## src/rtl/ysyx_24080006_axi_pkg.sv

```systemverilog
// ---------------------------------------------------------------------------
// ysyx_24080006_axi_pkg
// Shared types and constants for the AXI arbiter and the downstream crossbar.
//   rd_state_e      : read-path FSM states
//   wr_state_e      : write-path FSM states
//   grant_e         : which upstream master owns the read path
//   XBAR_SPLIT_ADDR : address split point used by ysyx_24080006_jtag_xbar
//   AXI_*_W         : channel field widths used by the AXI interface
// ---------------------------------------------------------------------------
package ysyx_24080006_axi_pkg;

  typedef enum logic [1:0] {
    R_IDLE = 2'd0,
    R_IFU  = 2'd1,
    R_LSU  = 2'd2
  } rd_state_e;

  typedef enum logic [1:0] {
    W_IDLE = 2'd0,
    W_DATA = 2'd1,
    W_RESP = 2'd2
  } wr_state_e;

  typedef enum logic {
    GNT_IFU = 1'b0,
    GNT_LSU = 1'b1
  } grant_e;

  localparam logic [31:0] XBAR_SPLIT_ADDR = 32'h0200_0000;

  localparam int AXI_ADDR_W = 32;
  localparam int AXI_DATA_W = 32;
  localparam int AXI_ID_W   = 4;

endpackage

```

## src/rtl/ysyx_24080006_axi.sv

```systemverilog
// ---------------------------------------------------------------------------
// ysyx_24080006_axi
// AXI4 bundle (AW, W, B, AR, R) with master and slave views.
//   master : drives AW/W/AR payload + valid, rready, bready
//   slave  : drives awready, wready, arready, B payload + valid, R payload + valid
// ---------------------------------------------------------------------------
interface ysyx_24080006_axi;
  import ysyx_24080006_axi_pkg::*;

  logic [AXI_ADDR_W-1:0]   awaddr;
  logic [AXI_ID_W-1:0]     awid;
  logic [7:0]              awlen;
  logic [2:0]              awsize;
  logic [1:0]              awburst;
  logic                    awvalid;
  logic                    awready;

  logic [AXI_DATA_W-1:0]   wdata;
  logic [AXI_DATA_W/8-1:0] wstrb;
  logic                    wlast;
  logic                    wvalid;
  logic                    wready;

  logic [1:0]              bresp;
  logic [AXI_ID_W-1:0]     bid;
  logic                    bvalid;
  logic                    bready;

  logic [AXI_ADDR_W-1:0]   araddr;
  logic [AXI_ID_W-1:0]     arid;
  logic [7:0]              arlen;
  logic [2:0]              arsize;
  logic [1:0]              arburst;
  logic                    arvalid;
  logic                    arready;

  logic [AXI_DATA_W-1:0]   rdata;
  logic [1:0]              rresp;
  logic                    rlast;
  logic [AXI_ID_W-1:0]     rid;
  logic                    rvalid;
  logic                    rready;

  modport master (
    output awaddr, awid, awlen, awsize, awburst, awvalid, input awready,
    output wdata, wstrb, wlast, wvalid, input wready,
    input  bresp, bid, bvalid, output bready,
    output araddr, arid, arlen, arsize, arburst, arvalid, input arready,
    input  rdata, rresp, rlast, rid, rvalid, output rready
  );

  modport slave (
    input  awaddr, awid, awlen, awsize, awburst, awvalid, output awready,
    input  wdata, wstrb, wlast, wvalid, output wready,
    output bresp, bid, bvalid, input bready,
    input  araddr, arid, arlen, arsize, arburst, arvalid, output arready,
    output rdata, rresp, rlast, rid, rvalid, input rready
  );

endinterface

```

## src/rtl/ysyx_24080006_rr_arb2.sv

```systemverilog
// ---------------------------------------------------------------------------
// ysyx_24080006_rr_arb2
// Two-request arbiter producing a one-hot grant (bit 0 = IFU, bit 1 = LSU).
//   FAIR = 0 : LSU always wins a tie.
//   FAIR = 1 : a tie goes to the requester that was not granted last.
// Ports:
//   clock, reset_n : clock, synchronous active-low reset
//   req[1:0]       : request vector
//   advance        : grant is being consumed this cycle (updates history)
//   gnt[1:0]       : one-hot grant (all zero when no request)
// ---------------------------------------------------------------------------
module ysyx_24080006_rr_arb2
  import ysyx_24080006_axi_pkg::*;
#(
  parameter bit FAIR = 1'b0
) (
  input  logic       clock,
  input  logic       reset_n,
  input  logic [1:0] req,
  input  logic       advance,
  output logic [1:0] gnt
);

  grant_e     last_grant_q;
  grant_e     last_grant_d;
  logic [1:0] prefer;

  // A requester wins when the other is idle or when it holds the tie-break.
  genvar gi;
  generate
    for (gi = 0; gi < 2; gi++) begin : g_bit
      if (FAIR) begin : g_rr
        assign prefer[gi] = (logic'(last_grant_q) != 1'(gi));
      end else begin : g_fixed
        assign prefer[gi] = (gi == 1);
      end
      assign gnt[gi] = req[gi] & (~req[1-gi] | prefer[gi]);
    end
  endgenerate

  always_comb begin
    last_grant_d = last_grant_q;
    if (advance && (|gnt)) begin
      last_grant_d = gnt[1] ? GNT_LSU : GNT_IFU;
    end
  end

  always_ff @(posedge clock) begin
    if (!reset_n) begin
      last_grant_q <= GNT_IFU;
    end else begin
      last_grant_q <= last_grant_d;
    end
  end

endmodule

```

## src/rtl/ysyx_24080006_axi_arbiter.sv

```systemverilog
// ---------------------------------------------------------------------------
// ysyx_24080006_axi_arbiter
// Merges the IFU and LSU AXI masters onto one downstream master port.
// Reads from both masters are arbitrated and held for a whole burst; writes
// come only from the LSU and are sequenced AW -> W -> B. Read and write paths
// are independent and may be active together.
// Ports:
//   clock, reset_n : clock, synchronous active-low reset
//   axi_ifu        : IFU master (read channels only; write channels refused)
//   axi_lsu        : LSU master (all channels)
//   axi_out        : downstream master port toward the crossbar
// ---------------------------------------------------------------------------
module ysyx_24080006_axi_arbiter
  import ysyx_24080006_axi_pkg::*;
#(
  parameter bit FAIR = 1'b0
) (
  input  logic                  clock,
  input  logic                  reset_n,
  ysyx_24080006_axi.slave       axi_ifu,
  ysyx_24080006_axi.slave       axi_lsu,
  ysyx_24080006_axi.master      axi_out
);

  // out_en_q keeps every valid/ready low from the reset edge until the cycle
  // after reset is released, even though most paths are combinational.
  logic      out_en_q;
  logic      out_en_d;

  rd_state_e rd_state_q, rd_state_d;
  logic      ar_done_q, ar_done_d;
  wr_state_e wr_state_q, wr_state_d;

  logic [1:0] rd_req;
  logic [1:0] rd_gnt;

  // Read-path handshake signals (after gating).
  logic out_arvalid, out_rready;
  logic ifu_arready, lsu_arready, ifu_rvalid, lsu_rvalid;

  // Write-path handshake signals (after gating).
  logic out_awvalid, out_wvalid, out_bready;
  logic lsu_awready, lsu_wready, lsu_bvalid;

  assign out_en_d = 1'b1;

  // ------------------------------------------------------------------ arbiter
  assign rd_req = {out_en_q & axi_lsu.arvalid, out_en_q & axi_ifu.arvalid};

  ysyx_24080006_rr_arb2 #(.FAIR(FAIR)) u_arb (
    .clock   (clock),
    .reset_n (reset_n),
    .req     (rd_req),
    .advance (rd_state_q == R_IDLE),
    .gnt     (rd_gnt)
  );

  // --------------------------------------------------------- state registers
  always_ff @(posedge clock) begin
    if (!reset_n) begin
      out_en_q   <= 1'b0;
      rd_state_q <= R_IDLE;
      ar_done_q  <= 1'b0;
      wr_state_q <= W_IDLE;
    end else begin
      out_en_q   <= out_en_d;
      rd_state_q <= rd_state_d;
      ar_done_q  <= ar_done_d;
      wr_state_q <= wr_state_d;
    end
  end

  // ----------------------------------------------------- read next-state
  always_comb begin
    rd_state_d = rd_state_q;
    ar_done_d  = ar_done_q;
    unique case (rd_state_q)
      R_IDLE: begin
        ar_done_d = 1'b0;
        if (rd_gnt[1]) begin
          rd_state_d = R_LSU;
        end else if (rd_gnt[0]) begin
          rd_state_d = R_IFU;
        end
      end
      R_IFU, R_LSU: begin
        if (out_arvalid && axi_out.arready) begin
          ar_done_d = 1'b1;
        end
        if (out_rready && axi_out.rvalid && axi_out.rlast) begin
          rd_state_d = R_IDLE;
          ar_done_d  = 1'b0;
        end
      end
      default: rd_state_d = R_IDLE;
    endcase
  end

  // ----------------------------------------------------- read outputs
  // AR is only offered until its handshake; a second arvalid from the same
  // master within the burst is held off until the next grant.
  always_comb begin
    out_arvalid = 1'b0;
    out_rready  = 1'b0;
    ifu_arready = 1'b0;
    lsu_arready = 1'b0;
    ifu_rvalid  = 1'b0;
    lsu_rvalid  = 1'b0;
    unique case (rd_state_q)
      R_IFU: begin
        out_arvalid = out_en_q & ~ar_done_q & axi_ifu.arvalid;
        ifu_arready = out_en_q & ~ar_done_q & axi_out.arready;
        ifu_rvalid  = out_en_q & axi_out.rvalid;
        out_rready  = out_en_q & axi_ifu.rready;
      end
      R_LSU: begin
        out_arvalid = out_en_q & ~ar_done_q & axi_lsu.arvalid;
        lsu_arready = out_en_q & ~ar_done_q & axi_out.arready;
        lsu_rvalid  = out_en_q & axi_out.rvalid;
        out_rready  = out_en_q & axi_lsu.rready;
      end
      default: ;
    endcase
  end

  assign axi_out.araddr  = (rd_state_q == R_LSU) ? axi_lsu.araddr  : axi_ifu.araddr;
  assign axi_out.arid    = (rd_state_q == R_LSU) ? axi_lsu.arid    : axi_ifu.arid;
  assign axi_out.arlen   = (rd_state_q == R_LSU) ? axi_lsu.arlen   : axi_ifu.arlen;
  assign axi_out.arsize  = (rd_state_q == R_LSU) ? axi_lsu.arsize  : axi_ifu.arsize;
  assign axi_out.arburst = (rd_state_q == R_LSU) ? axi_lsu.arburst : axi_ifu.arburst;
  assign axi_out.arvalid = out_arvalid;
  assign axi_out.rready  = out_rready;

  assign axi_ifu.arready = ifu_arready;
  assign axi_lsu.arready = lsu_arready;

  // R payload is broadcast; only rvalid selects the receiving master.
  assign axi_ifu.rvalid = ifu_rvalid;
  assign axi_ifu.rdata  = axi_out.rdata;
  assign axi_ifu.rresp  = axi_out.rresp;
  assign axi_ifu.rlast  = axi_out.rlast;
  assign axi_ifu.rid    = axi_out.rid;
  assign axi_lsu.rvalid = lsu_rvalid;
  assign axi_lsu.rdata  = axi_out.rdata;
  assign axi_lsu.rresp  = axi_out.rresp;
  assign axi_lsu.rlast  = axi_out.rlast;
  assign axi_lsu.rid    = axi_out.rid;

  // ----------------------------------------------------- write next-state
  always_comb begin
    wr_state_d = wr_state_q;
    unique case (wr_state_q)
      W_IDLE: if (out_awvalid && axi_out.awready) wr_state_d = W_DATA;
      W_DATA: if (out_wvalid && axi_out.wready && axi_lsu.wlast) wr_state_d = W_RESP;
      W_RESP: if (lsu_bvalid && axi_lsu.bready) wr_state_d = W_IDLE;
      default: wr_state_d = W_IDLE;
    endcase
  end

  // ----------------------------------------------------- write outputs
  // W stays blocked in W_IDLE so data can never overtake its address.
  always_comb begin
    out_awvalid = 1'b0;
    lsu_awready = 1'b0;
    out_wvalid  = 1'b0;
    lsu_wready  = 1'b0;
    lsu_bvalid  = 1'b0;
    out_bready  = 1'b0;
    unique case (wr_state_q)
      W_IDLE: begin
        out_awvalid = out_en_q & axi_lsu.awvalid;
        lsu_awready = out_en_q & axi_out.awready;
      end
      W_DATA: begin
        out_wvalid = out_en_q & axi_lsu.wvalid;
        lsu_wready = out_en_q & axi_out.wready;
      end
      W_RESP: begin
        lsu_bvalid = out_en_q & axi_out.bvalid;
        out_bready = out_en_q & axi_lsu.bready;
      end
      default: ;
    endcase
  end

  assign axi_out.awaddr  = axi_lsu.awaddr;
  assign axi_out.awid    = axi_lsu.awid;
  assign axi_out.awlen   = axi_lsu.awlen;
  assign axi_out.awsize  = axi_lsu.awsize;
  assign axi_out.awburst = axi_lsu.awburst;
  assign axi_out.awvalid = out_awvalid;
  assign axi_out.wdata   = axi_lsu.wdata;
  assign axi_out.wstrb   = axi_lsu.wstrb;
  assign axi_out.wlast   = axi_lsu.wlast;
  assign axi_out.wvalid  = out_wvalid;
  assign axi_out.bready  = out_bready;

  assign axi_lsu.awready = lsu_awready;
  assign axi_lsu.wready  = lsu_wready;
  assign axi_lsu.bvalid  = lsu_bvalid;
  assign axi_lsu.bresp   = axi_out.bresp;
  assign axi_lsu.bid     = axi_out.bid;

  // The IFU never writes: its write channels are refused outright.
  assign axi_ifu.awready = 1'b0;
  assign axi_ifu.wready  = 1'b0;
  assign axi_ifu.bvalid  = 1'b0;
  assign axi_ifu.bresp   = 2'b00;
  assign axi_ifu.bid     = '0;

endmodule

```

## src/flat_wrapper.sv

```systemverilog
// flat-port wrapper written by rule: the top's interface ports become plain ports
module ysyx_24080006_axi_arbiter_flat import ysyx_24080006_axi_pkg::*;
#(
  parameter bit FAIR = 1'b0
)
  (clock, reset_n, axi_ifu_awaddr, axi_ifu_awid, axi_ifu_awlen, axi_ifu_awsize, axi_ifu_awburst, axi_ifu_awvalid, axi_ifu_awready, axi_ifu_wdata, axi_ifu_wstrb, axi_ifu_wlast, axi_ifu_wvalid, axi_ifu_wready, axi_ifu_bresp, axi_ifu_bid, axi_ifu_bvalid, axi_ifu_bready, axi_ifu_araddr, axi_ifu_arid, axi_ifu_arlen, axi_ifu_arsize, axi_ifu_arburst, axi_ifu_arvalid, axi_ifu_arready, axi_ifu_rdata, axi_ifu_rresp, axi_ifu_rlast, axi_ifu_rid, axi_ifu_rvalid, axi_ifu_rready, axi_lsu_awaddr, axi_lsu_awid, axi_lsu_awlen, axi_lsu_awsize, axi_lsu_awburst, axi_lsu_awvalid, axi_lsu_awready, axi_lsu_wdata, axi_lsu_wstrb, axi_lsu_wlast, axi_lsu_wvalid, axi_lsu_wready, axi_lsu_bresp, axi_lsu_bid, axi_lsu_bvalid, axi_lsu_bready, axi_lsu_araddr, axi_lsu_arid, axi_lsu_arlen, axi_lsu_arsize, axi_lsu_arburst, axi_lsu_arvalid, axi_lsu_arready, axi_lsu_rdata, axi_lsu_rresp, axi_lsu_rlast, axi_lsu_rid, axi_lsu_rvalid, axi_lsu_rready, axi_out_awaddr, axi_out_awid, axi_out_awlen, axi_out_awsize, axi_out_awburst, axi_out_awvalid, axi_out_awready, axi_out_wdata, axi_out_wstrb, axi_out_wlast, axi_out_wvalid, axi_out_wready, axi_out_bresp, axi_out_bid, axi_out_bvalid, axi_out_bready, axi_out_araddr, axi_out_arid, axi_out_arlen, axi_out_arsize, axi_out_arburst, axi_out_arvalid, axi_out_arready, axi_out_rdata, axi_out_rresp, axi_out_rlast, axi_out_rid, axi_out_rvalid, axi_out_rready);
  ysyx_24080006_axi axi_ifu_i ();
  ysyx_24080006_axi axi_lsu_i ();
  ysyx_24080006_axi axi_out_i ();
  input  logic clock;
  input  logic reset_n;
  input wire logic [$bits(axi_ifu_i.awaddr)-1:0] axi_ifu_awaddr;
  input wire logic [$bits(axi_ifu_i.awid)-1:0] axi_ifu_awid;
  input wire logic [$bits(axi_ifu_i.awlen)-1:0] axi_ifu_awlen;
  input wire logic [$bits(axi_ifu_i.awsize)-1:0] axi_ifu_awsize;
  input wire logic [$bits(axi_ifu_i.awburst)-1:0] axi_ifu_awburst;
  input wire logic [$bits(axi_ifu_i.awvalid)-1:0] axi_ifu_awvalid;
  output wire logic [$bits(axi_ifu_i.awready)-1:0] axi_ifu_awready;
  input wire logic [$bits(axi_ifu_i.wdata)-1:0] axi_ifu_wdata;
  input wire logic [$bits(axi_ifu_i.wstrb)-1:0] axi_ifu_wstrb;
  input wire logic [$bits(axi_ifu_i.wlast)-1:0] axi_ifu_wlast;
  input wire logic [$bits(axi_ifu_i.wvalid)-1:0] axi_ifu_wvalid;
  output wire logic [$bits(axi_ifu_i.wready)-1:0] axi_ifu_wready;
  output wire logic [$bits(axi_ifu_i.bresp)-1:0] axi_ifu_bresp;
  output wire logic [$bits(axi_ifu_i.bid)-1:0] axi_ifu_bid;
  output wire logic [$bits(axi_ifu_i.bvalid)-1:0] axi_ifu_bvalid;
  input wire logic [$bits(axi_ifu_i.bready)-1:0] axi_ifu_bready;
  input wire logic [$bits(axi_ifu_i.araddr)-1:0] axi_ifu_araddr;
  input wire logic [$bits(axi_ifu_i.arid)-1:0] axi_ifu_arid;
  input wire logic [$bits(axi_ifu_i.arlen)-1:0] axi_ifu_arlen;
  input wire logic [$bits(axi_ifu_i.arsize)-1:0] axi_ifu_arsize;
  input wire logic [$bits(axi_ifu_i.arburst)-1:0] axi_ifu_arburst;
  input wire logic [$bits(axi_ifu_i.arvalid)-1:0] axi_ifu_arvalid;
  output wire logic [$bits(axi_ifu_i.arready)-1:0] axi_ifu_arready;
  output wire logic [$bits(axi_ifu_i.rdata)-1:0] axi_ifu_rdata;
  output wire logic [$bits(axi_ifu_i.rresp)-1:0] axi_ifu_rresp;
  output wire logic [$bits(axi_ifu_i.rlast)-1:0] axi_ifu_rlast;
  output wire logic [$bits(axi_ifu_i.rid)-1:0] axi_ifu_rid;
  output wire logic [$bits(axi_ifu_i.rvalid)-1:0] axi_ifu_rvalid;
  input wire logic [$bits(axi_ifu_i.rready)-1:0] axi_ifu_rready;
  input wire logic [$bits(axi_lsu_i.awaddr)-1:0] axi_lsu_awaddr;
  input wire logic [$bits(axi_lsu_i.awid)-1:0] axi_lsu_awid;
  input wire logic [$bits(axi_lsu_i.awlen)-1:0] axi_lsu_awlen;
  input wire logic [$bits(axi_lsu_i.awsize)-1:0] axi_lsu_awsize;
  input wire logic [$bits(axi_lsu_i.awburst)-1:0] axi_lsu_awburst;
  input wire logic [$bits(axi_lsu_i.awvalid)-1:0] axi_lsu_awvalid;
  output wire logic [$bits(axi_lsu_i.awready)-1:0] axi_lsu_awready;
  input wire logic [$bits(axi_lsu_i.wdata)-1:0] axi_lsu_wdata;
  input wire logic [$bits(axi_lsu_i.wstrb)-1:0] axi_lsu_wstrb;
  input wire logic [$bits(axi_lsu_i.wlast)-1:0] axi_lsu_wlast;
  input wire logic [$bits(axi_lsu_i.wvalid)-1:0] axi_lsu_wvalid;
  output wire logic [$bits(axi_lsu_i.wready)-1:0] axi_lsu_wready;
  output wire logic [$bits(axi_lsu_i.bresp)-1:0] axi_lsu_bresp;
  output wire logic [$bits(axi_lsu_i.bid)-1:0] axi_lsu_bid;
  output wire logic [$bits(axi_lsu_i.bvalid)-1:0] axi_lsu_bvalid;
  input wire logic [$bits(axi_lsu_i.bready)-1:0] axi_lsu_bready;
  input wire logic [$bits(axi_lsu_i.araddr)-1:0] axi_lsu_araddr;
  input wire logic [$bits(axi_lsu_i.arid)-1:0] axi_lsu_arid;
  input wire logic [$bits(axi_lsu_i.arlen)-1:0] axi_lsu_arlen;
  input wire logic [$bits(axi_lsu_i.arsize)-1:0] axi_lsu_arsize;
  input wire logic [$bits(axi_lsu_i.arburst)-1:0] axi_lsu_arburst;
  input wire logic [$bits(axi_lsu_i.arvalid)-1:0] axi_lsu_arvalid;
  output wire logic [$bits(axi_lsu_i.arready)-1:0] axi_lsu_arready;
  output wire logic [$bits(axi_lsu_i.rdata)-1:0] axi_lsu_rdata;
  output wire logic [$bits(axi_lsu_i.rresp)-1:0] axi_lsu_rresp;
  output wire logic [$bits(axi_lsu_i.rlast)-1:0] axi_lsu_rlast;
  output wire logic [$bits(axi_lsu_i.rid)-1:0] axi_lsu_rid;
  output wire logic [$bits(axi_lsu_i.rvalid)-1:0] axi_lsu_rvalid;
  input wire logic [$bits(axi_lsu_i.rready)-1:0] axi_lsu_rready;
  output wire logic [$bits(axi_out_i.awaddr)-1:0] axi_out_awaddr;
  output wire logic [$bits(axi_out_i.awid)-1:0] axi_out_awid;
  output wire logic [$bits(axi_out_i.awlen)-1:0] axi_out_awlen;
  output wire logic [$bits(axi_out_i.awsize)-1:0] axi_out_awsize;
  output wire logic [$bits(axi_out_i.awburst)-1:0] axi_out_awburst;
  output wire logic [$bits(axi_out_i.awvalid)-1:0] axi_out_awvalid;
  input wire logic [$bits(axi_out_i.awready)-1:0] axi_out_awready;
  output wire logic [$bits(axi_out_i.wdata)-1:0] axi_out_wdata;
  output wire logic [$bits(axi_out_i.wstrb)-1:0] axi_out_wstrb;
  output wire logic [$bits(axi_out_i.wlast)-1:0] axi_out_wlast;
  output wire logic [$bits(axi_out_i.wvalid)-1:0] axi_out_wvalid;
  input wire logic [$bits(axi_out_i.wready)-1:0] axi_out_wready;
  input wire logic [$bits(axi_out_i.bresp)-1:0] axi_out_bresp;
  input wire logic [$bits(axi_out_i.bid)-1:0] axi_out_bid;
  input wire logic [$bits(axi_out_i.bvalid)-1:0] axi_out_bvalid;
  output wire logic [$bits(axi_out_i.bready)-1:0] axi_out_bready;
  output wire logic [$bits(axi_out_i.araddr)-1:0] axi_out_araddr;
  output wire logic [$bits(axi_out_i.arid)-1:0] axi_out_arid;
  output wire logic [$bits(axi_out_i.arlen)-1:0] axi_out_arlen;
  output wire logic [$bits(axi_out_i.arsize)-1:0] axi_out_arsize;
  output wire logic [$bits(axi_out_i.arburst)-1:0] axi_out_arburst;
  output wire logic [$bits(axi_out_i.arvalid)-1:0] axi_out_arvalid;
  input wire logic [$bits(axi_out_i.arready)-1:0] axi_out_arready;
  input wire logic [$bits(axi_out_i.rdata)-1:0] axi_out_rdata;
  input wire logic [$bits(axi_out_i.rresp)-1:0] axi_out_rresp;
  input wire logic [$bits(axi_out_i.rlast)-1:0] axi_out_rlast;
  input wire logic [$bits(axi_out_i.rid)-1:0] axi_out_rid;
  input wire logic [$bits(axi_out_i.rvalid)-1:0] axi_out_rvalid;
  output wire logic [$bits(axi_out_i.rready)-1:0] axi_out_rready;
  assign axi_ifu_i.awaddr = axi_ifu_awaddr;
  assign axi_ifu_i.awid = axi_ifu_awid;
  assign axi_ifu_i.awlen = axi_ifu_awlen;
  assign axi_ifu_i.awsize = axi_ifu_awsize;
  assign axi_ifu_i.awburst = axi_ifu_awburst;
  assign axi_ifu_i.awvalid = axi_ifu_awvalid;
  assign axi_ifu_awready = axi_ifu_i.awready;
  assign axi_ifu_i.wdata = axi_ifu_wdata;
  assign axi_ifu_i.wstrb = axi_ifu_wstrb;
  assign axi_ifu_i.wlast = axi_ifu_wlast;
  assign axi_ifu_i.wvalid = axi_ifu_wvalid;
  assign axi_ifu_wready = axi_ifu_i.wready;
  assign axi_ifu_bresp = axi_ifu_i.bresp;
  assign axi_ifu_bid = axi_ifu_i.bid;
  assign axi_ifu_bvalid = axi_ifu_i.bvalid;
  assign axi_ifu_i.bready = axi_ifu_bready;
  assign axi_ifu_i.araddr = axi_ifu_araddr;
  assign axi_ifu_i.arid = axi_ifu_arid;
  assign axi_ifu_i.arlen = axi_ifu_arlen;
  assign axi_ifu_i.arsize = axi_ifu_arsize;
  assign axi_ifu_i.arburst = axi_ifu_arburst;
  assign axi_ifu_i.arvalid = axi_ifu_arvalid;
  assign axi_ifu_arready = axi_ifu_i.arready;
  assign axi_ifu_rdata = axi_ifu_i.rdata;
  assign axi_ifu_rresp = axi_ifu_i.rresp;
  assign axi_ifu_rlast = axi_ifu_i.rlast;
  assign axi_ifu_rid = axi_ifu_i.rid;
  assign axi_ifu_rvalid = axi_ifu_i.rvalid;
  assign axi_ifu_i.rready = axi_ifu_rready;
  assign axi_lsu_i.awaddr = axi_lsu_awaddr;
  assign axi_lsu_i.awid = axi_lsu_awid;
  assign axi_lsu_i.awlen = axi_lsu_awlen;
  assign axi_lsu_i.awsize = axi_lsu_awsize;
  assign axi_lsu_i.awburst = axi_lsu_awburst;
  assign axi_lsu_i.awvalid = axi_lsu_awvalid;
  assign axi_lsu_awready = axi_lsu_i.awready;
  assign axi_lsu_i.wdata = axi_lsu_wdata;
  assign axi_lsu_i.wstrb = axi_lsu_wstrb;
  assign axi_lsu_i.wlast = axi_lsu_wlast;
  assign axi_lsu_i.wvalid = axi_lsu_wvalid;
  assign axi_lsu_wready = axi_lsu_i.wready;
  assign axi_lsu_bresp = axi_lsu_i.bresp;
  assign axi_lsu_bid = axi_lsu_i.bid;
  assign axi_lsu_bvalid = axi_lsu_i.bvalid;
  assign axi_lsu_i.bready = axi_lsu_bready;
  assign axi_lsu_i.araddr = axi_lsu_araddr;
  assign axi_lsu_i.arid = axi_lsu_arid;
  assign axi_lsu_i.arlen = axi_lsu_arlen;
  assign axi_lsu_i.arsize = axi_lsu_arsize;
  assign axi_lsu_i.arburst = axi_lsu_arburst;
  assign axi_lsu_i.arvalid = axi_lsu_arvalid;
  assign axi_lsu_arready = axi_lsu_i.arready;
  assign axi_lsu_rdata = axi_lsu_i.rdata;
  assign axi_lsu_rresp = axi_lsu_i.rresp;
  assign axi_lsu_rlast = axi_lsu_i.rlast;
  assign axi_lsu_rid = axi_lsu_i.rid;
  assign axi_lsu_rvalid = axi_lsu_i.rvalid;
  assign axi_lsu_i.rready = axi_lsu_rready;
  assign axi_out_awaddr = axi_out_i.awaddr;
  assign axi_out_awid = axi_out_i.awid;
  assign axi_out_awlen = axi_out_i.awlen;
  assign axi_out_awsize = axi_out_i.awsize;
  assign axi_out_awburst = axi_out_i.awburst;
  assign axi_out_awvalid = axi_out_i.awvalid;
  assign axi_out_i.awready = axi_out_awready;
  assign axi_out_wdata = axi_out_i.wdata;
  assign axi_out_wstrb = axi_out_i.wstrb;
  assign axi_out_wlast = axi_out_i.wlast;
  assign axi_out_wvalid = axi_out_i.wvalid;
  assign axi_out_i.wready = axi_out_wready;
  assign axi_out_i.bresp = axi_out_bresp;
  assign axi_out_i.bid = axi_out_bid;
  assign axi_out_i.bvalid = axi_out_bvalid;
  assign axi_out_bready = axi_out_i.bready;
  assign axi_out_araddr = axi_out_i.araddr;
  assign axi_out_arid = axi_out_i.arid;
  assign axi_out_arlen = axi_out_i.arlen;
  assign axi_out_arsize = axi_out_i.arsize;
  assign axi_out_arburst = axi_out_i.arburst;
  assign axi_out_arvalid = axi_out_i.arvalid;
  assign axi_out_i.arready = axi_out_arready;
  assign axi_out_i.rdata = axi_out_rdata;
  assign axi_out_i.rresp = axi_out_rresp;
  assign axi_out_i.rlast = axi_out_rlast;
  assign axi_out_i.rid = axi_out_rid;
  assign axi_out_i.rvalid = axi_out_rvalid;
  assign axi_out_rready = axi_out_i.rready;
  ysyx_24080006_axi_arbiter #(.FAIR(FAIR)) u_core (.clock(clock), .reset_n(reset_n), .axi_ifu(axi_ifu_i), .axi_lsu(axi_lsu_i), .axi_out(axi_out_i));
endmodule
```

## config.mk

```make
export PLATFORM = sky130hd
export DESIGN_NAME = ysyx_24080006_axi_arbiter_flat
export DESIGN_NICKNAME = d
export VERILOG_FILES = /design/src/rtl/ysyx_24080006_axi_pkg.sv /design/src/rtl/ysyx_24080006_axi.sv /design/src/rtl/ysyx_24080006_rr_arb2.sv /design/src/rtl/ysyx_24080006_axi_arbiter.sv /design/src/flat_wrapper.sv
export SDC_FILE = /design/constraint.sdc
export NUM_CORES = 1
export LEC_CHECK = 0
export BUFFER_PORTS_ARGS = -buffer_cell sky130_fd_sc_hd__buf_2
export CAP_MARGIN = 20
export CORE_AREA = 5 5 221 223
export CTS_CLUSTER_DIAMETER = 150
export DETAILED_ROUTE_END_ITERATION = 7
export DIE_AREA = 0 0 226 228
export GPL_ROUTABILITY_DRIVEN = 0
export HOLD_SLACK_MARGIN = 0.06
export SKIP_LAST_GASP = 1
export SYNTH_ARGS = -nofsm -noshare
export SYNTH_HDL_FRONTEND = slang
export SYNTH_SLANG_ARGS = --single-unit
```

## constraint.sdc

```tcl
create_clock -name clock -period 2 [get_ports clock]
set_clock_uncertainty 0.05 [all_clocks]
set_input_delay 0.4 -clock clock [delete_from_list [all_inputs] [get_ports clock]]
set_output_delay 0.4 -clock clock [all_outputs]
set_load 0.05 [all_outputs]
```

---- Word level (Yosys, flattened, before mapping) ----
Cells that the tools add are included.
Widths: inputs -> output; s select.
word-level totals
  register bits after elaboration ......... 6
  input bits .............................. 332
  output and inout port bits .............. 240
  logic and storage cells ................. 75
cells by class
  equality and inequality tests ........... 10
  multiplexer cells ....................... 29
  bitwise gates (word level) .............. 18
  reductions and logical operators ........ 14
operators by type and width
  kind                number
  $mux 32             1
  $and 1x1->1         16
  $mux 2              7
  $mux 1              13
  $mux 8              1
  $ne 2x1->1 const B  4
  $logic_and 1x1->1   7
  $pmux 1 s2          3
  $pmux 2 s3          1
  $eq 2x1->1 const B  2
  $eq 2x2->1 const B  2
  $logic_not 2->1     2
  $mux 4              1
  $pmux 2 s2          1
  $reduce_and 2->1    2
  $mux 3              1
  $ne 3x1->1 const B  1
  $ne 3x2->1 const B  1
  $reduce_and 3->1    1
  $not 1->1           2
  $reduce_bool 2->1   1
  $reduce_or 2->1     1

---- Logic depth before layout (Yosys ltp) ----
  word-level depth ........................ 8
  gate-level depth with buffers ........... 6
  gate-level depth less buffers ........... 5

---- Cells and area by module ----
A second synthesis with hierarchy kept.
second synthesis, totals
  cell total of the unflattened synthesis .. 298
  area, all modules ....................... 2427.3 µm²
modules (own cells, without submodules)
  module                     times used  cells an instance  area an instance (µm²)  seq. area each (µm²)
  ysyx_24080006_axi_arbiter  1           296                2406.1                  120.1
  ysyx_24080006_rr_arb2      1           2                  21.3                    0.0

---- Least setup slack after synthesis ----
OpenSTA, ideal clock, no wires.
  path kind ............................... reg-to-output
  from .................................... reg u_core.out_en_q
  to ...................................... out axi_lsu_awready
  arrival ................................. 2.176 ns
  required time ........................... 1.550 ns
  setup slack ............................. -0.626 ns
  stages on the path, launching flop included .. 3
  buffers on the path ..................... 1
  cells stage by stage .................... dfxtp_1 clkbuf_1 nor4bb_1
between the ends
  cells in the longest elaborated chain, start to end .. 2
RTL lines
  item                      line                              RTL
  start: declaration        ysyx_24080006_axi_arbiter.sv:27   logic out_en_q;
  start signal: assignment  ysyx_24080006_axi_arbiter.sv:66   out_en_q <= out_en_d;
  $and 1x1->1               ysyx_24080006_axi_arbiter.sv:172  lsu_awready = out_en_q & axi_out.awready;
  $mux 1                    ysyx_24080006_axi_arbiter.sv:169  unique case (wr_state_q)
  end: declaration          flat_wrapper.sv:47                output wire logic [$bits(axi_lsu_i.awready)-1:0] axi_lsu_awready;
Every way passes these cells.

---- Worst setup path after layout ----
  from .................................... reg u_core.rd_state_q[0]
  to ...................................... out axi_out_araddr[22]
between the ends
  cells in the longest elaborated chain, start to end .. 2
RTL lines
  item                      line                              RTL
  start: declaration        ysyx_24080006_axi_arbiter.sv:30   rd_state_e rd_state_q, rd_state_d;
  start signal: assignment  ysyx_24080006_axi_arbiter.sv:67   rd_state_q <= rd_state_d;
  $eq 2x2->1                ysyx_24080006_axi_arbiter.sv:126  assign axi_out.araddr = (rd_state_q == R_LSU) ? axi_lsu.araddr : axi_ifu.araddr;
  $mux 32                   ysyx_24080006_axi_arbiter.sv:126
  end: declaration          flat_wrapper.sv:86                output wire logic [$bits(axi_out_i.araddr)-1:0] axi_out_araddr;
Every way passes these cells.

==> results.json <==
{
  "routed_via_density": 2.13,
  "worst-path-max-fanout": 6,
  "run_status": "finished with violations",
  "clock_tree_from_tritoncts": "built",
  "nets": 647,
  "cap_violations": 0,
  "synth.lib_cells_used.distinct": 29,
  "layout-area-overhead-vs-synth_pct": 47.8,
  "finalNonFillerCells": 918,
  "worstSkewPairLatency_ns": 0.23,
  "syn_avg_cell_area_sq_um": 8.30,
  "violations_in_the_final_reports": "setup timing",
  "timing.final.ws_setup_ns": -0.0973,
  "cts_hold_buffers": 0,
  "core-area_sq_um": 46400,
  "worst_ep_arrival_time_ns": 1.65,
  "grt.overflow.total": 0,
  "dr.pass1.iters": 4,
  "crit_path_top_delay_cell": "dfxtp_2",
  "buffer_ports.inserted": 177,
  "post_route_cells_drive_above_1_share": 0.835,
  "cts_root_buf": "clkbuf_16",
  "num_rows": 79,
  "setup_viol": 44,
  "timing_hold_violations_final": 0,
  "post_synth_inst_count": 290,
  "setup.worst_path.end_class": "output pin",
  "cts_sinks": 6,
  "chipWidth_um": 226,
  "track_usage": 0.0463,
  "floorplan.initialDensity": 0.0519,
  "numPlacedInstances": 904,
  "ir_drop_mv": 0.245,
  "cts.htree.levels": 1,
  "finalSetupTns_ns": -1.71,
  "leakage_power_summed_over_all_cells_nw": 1.52,
  "grt_setup_unrepaired": "yes",
  "setup.reg_to_reg.worst_slack_ns": 0.40,
  "crit_path_max_delay_family": "buffers and inverters",
  "global_route_wire_length_before_repair_um": 16400,
  "tritoncts.num_buffers": 3,
  "cts.clk_slew.worst_paths_ns": 0.04,
  "finalWirelength_um": 13500,
  "clk_path_buf_depth": 2,
  "boundaryPins": 572,
  "min_period_over_period": 1.05,
  "vias": 1956,
  "route.detailed.drc": 0,
  "crit_path_max_incr_delay_ns": 0.32,
  "timing.hold.ws_ns": 0.381,
  "fp.dieArea_sq_um": 51500,
  "post_synthesis_sequential_area_ratio": 0.0499,
  "antenna_found_initial": 4,
  "drt.antenna.violating_nets": 0,
  "dpl.hpwl_um": 11000,
  "max_transition_viols_final": 0,
  "dr.first_iter.drc_count": 73,
  "ys_seq_elements": 6,
  "element_type_at_the_critical_path_start": "flop",
  "synth_top_area_share": 0.559,
  "fmax_mhz": 477,
  "timing.critical_path.cells": "inv_2 > ha_4 > buf_12 > buf_6 > buf_16 > mux2_4 > buf_8",
  "maximum_number_of_pins_on_one_net_before_global_route_repair": 11,
  "synth.cell_area_sq_um": 2410,
  "timing.critical_path.required_ns": 1.55,
  "post_synth_main_area_contributors": "buf_4 (56%), mux2_2 (23%), dfxtp_1 (5.0%), and3_1 (2.1%), ha_1 (2.1%)",
  "cp_num_buf_inv": 5,
  "power_density_nw_per_um2": 699,
  "path_class": "flop to output pin",
  "synth.largest_area_cell": "buf_4",
  "avgRoutedWirePerCell_um": 14.7,
  "number_of_global_route_vias_before_repair": 2135,
  "final.min_clock_period_ns": 2.10,
  "synth-warning-count": 0,
  "chipHeight_um": 228,
  "min-delay-path-class": "input port to flop"
}
what timing repair did:
item | in CTS | in global routing
pin swaps | 1 | 0
setup endpoints to repair | 52 | 53
cloned | 4 | 0
setup buffers | 8 | 0
resized for setup | 108 | 38
final timing paths:
kind	start	end	cells past startpoint
max	u_core.rd_state_q[0]	axi_out_araddr[22]	7
min	reset_n	u_core.out_en_q	1
max reg2reg	u_core.rd_state_q[0]	u_core.ar_done_q	7
min reg2reg	u_core.ar_done_q	u_core.ar_done_q	1
sequential cells by signal, summed over array words and instances, names as in the netlist:
name	flops
u_core.wr_state_q	2
u_core.ar_done_q	1
u_core.out_en_q	1
u_core.rd_state_q	2
final cells by class:
class                           count  area (sq um)
Clock buffer                        3          75.1
Antenna cell                        2          5.00
Fill cell                        5385         42800
Timing Repair Buffer              194          1520
Inverter                            3          11.3
Multi-Input combinational cell    103          1060
Tap cell                          607           759
Sequential cell                     6           123
where the power goes:
part | switching (mW) | internal, mW
logic | 1.11 | 0.884
clock network | 0.0800 | 0.258
registers | 0.0119 | 0.136
metal layers:
layer,up-vias,part of all wire,track usage
li1,810,-,-
met1,823,0.28,0.0389
met2,237,0.44,0.0699
met3,82,0.20,0.0367
met4,4,0.077,0.0352
met5,-,0.013,0.0237
kinds of logic after synthesis:
group,count (synthesis),share of synthesized area
buffers and inverters,189,0.580
multiplexers,51,0.240
AND/OR/NAND/NOR,29,0.0744
AO/OA/AOI/OAI,10,0.0338
flip-flops,6,0.0499
adder cells (fa/ha/maj),4,0.0208
other,1,0.00156
cells in the final DEF, fill, tap and decap left out, drive strengths merged:
master and n:
nand2 4, diode 2, o21ai 1, nor4bb 1, a211oi 1, nand3b 1
mux2i 1, o211a 1, nand4 1, nor2b 4, and2 2, o221a 1
o21a 2, o211ai 2, buf 194, and3 9, and4bb 1, o2111ai 2
nor2 1, dfxtp 6, clkbuf 3, nand3 5, inv 3, ha 4
conb 9, mux2 50
cells in the mapped netlist (all sizes together):
library cell	count
nor2	1
mux2i	1
ha	4
inv	3
nor2b	4
o21ai	1
mux2	50
o2111ai	2
a211oi	1
clkbuf	1
dfxtp	6
buf	185
o21a	2
nand2	4
nor4bb	1
nand3	5
o211ai	2
o221a	1
conb	1
and4bb	1
nand3b	1
o211a	1
and3	9
nand4	1
and2	2
per-stage QoR:
stage               setup WS, ns    util  power, mW  area (sq um)
finish                   -0.0973  0.0767       2.48          3560
floorplan                  0.173       -       2.11          2450
detailed placement        0.0373  0.0612       1.61          2840
global placement          0.0702  0.0612       1.59          2840
global route              -0.139  0.0767       2.61          3560
CTS                       -0.148  0.0745       2.47          3450
Power figures use the tool's default switching activity.
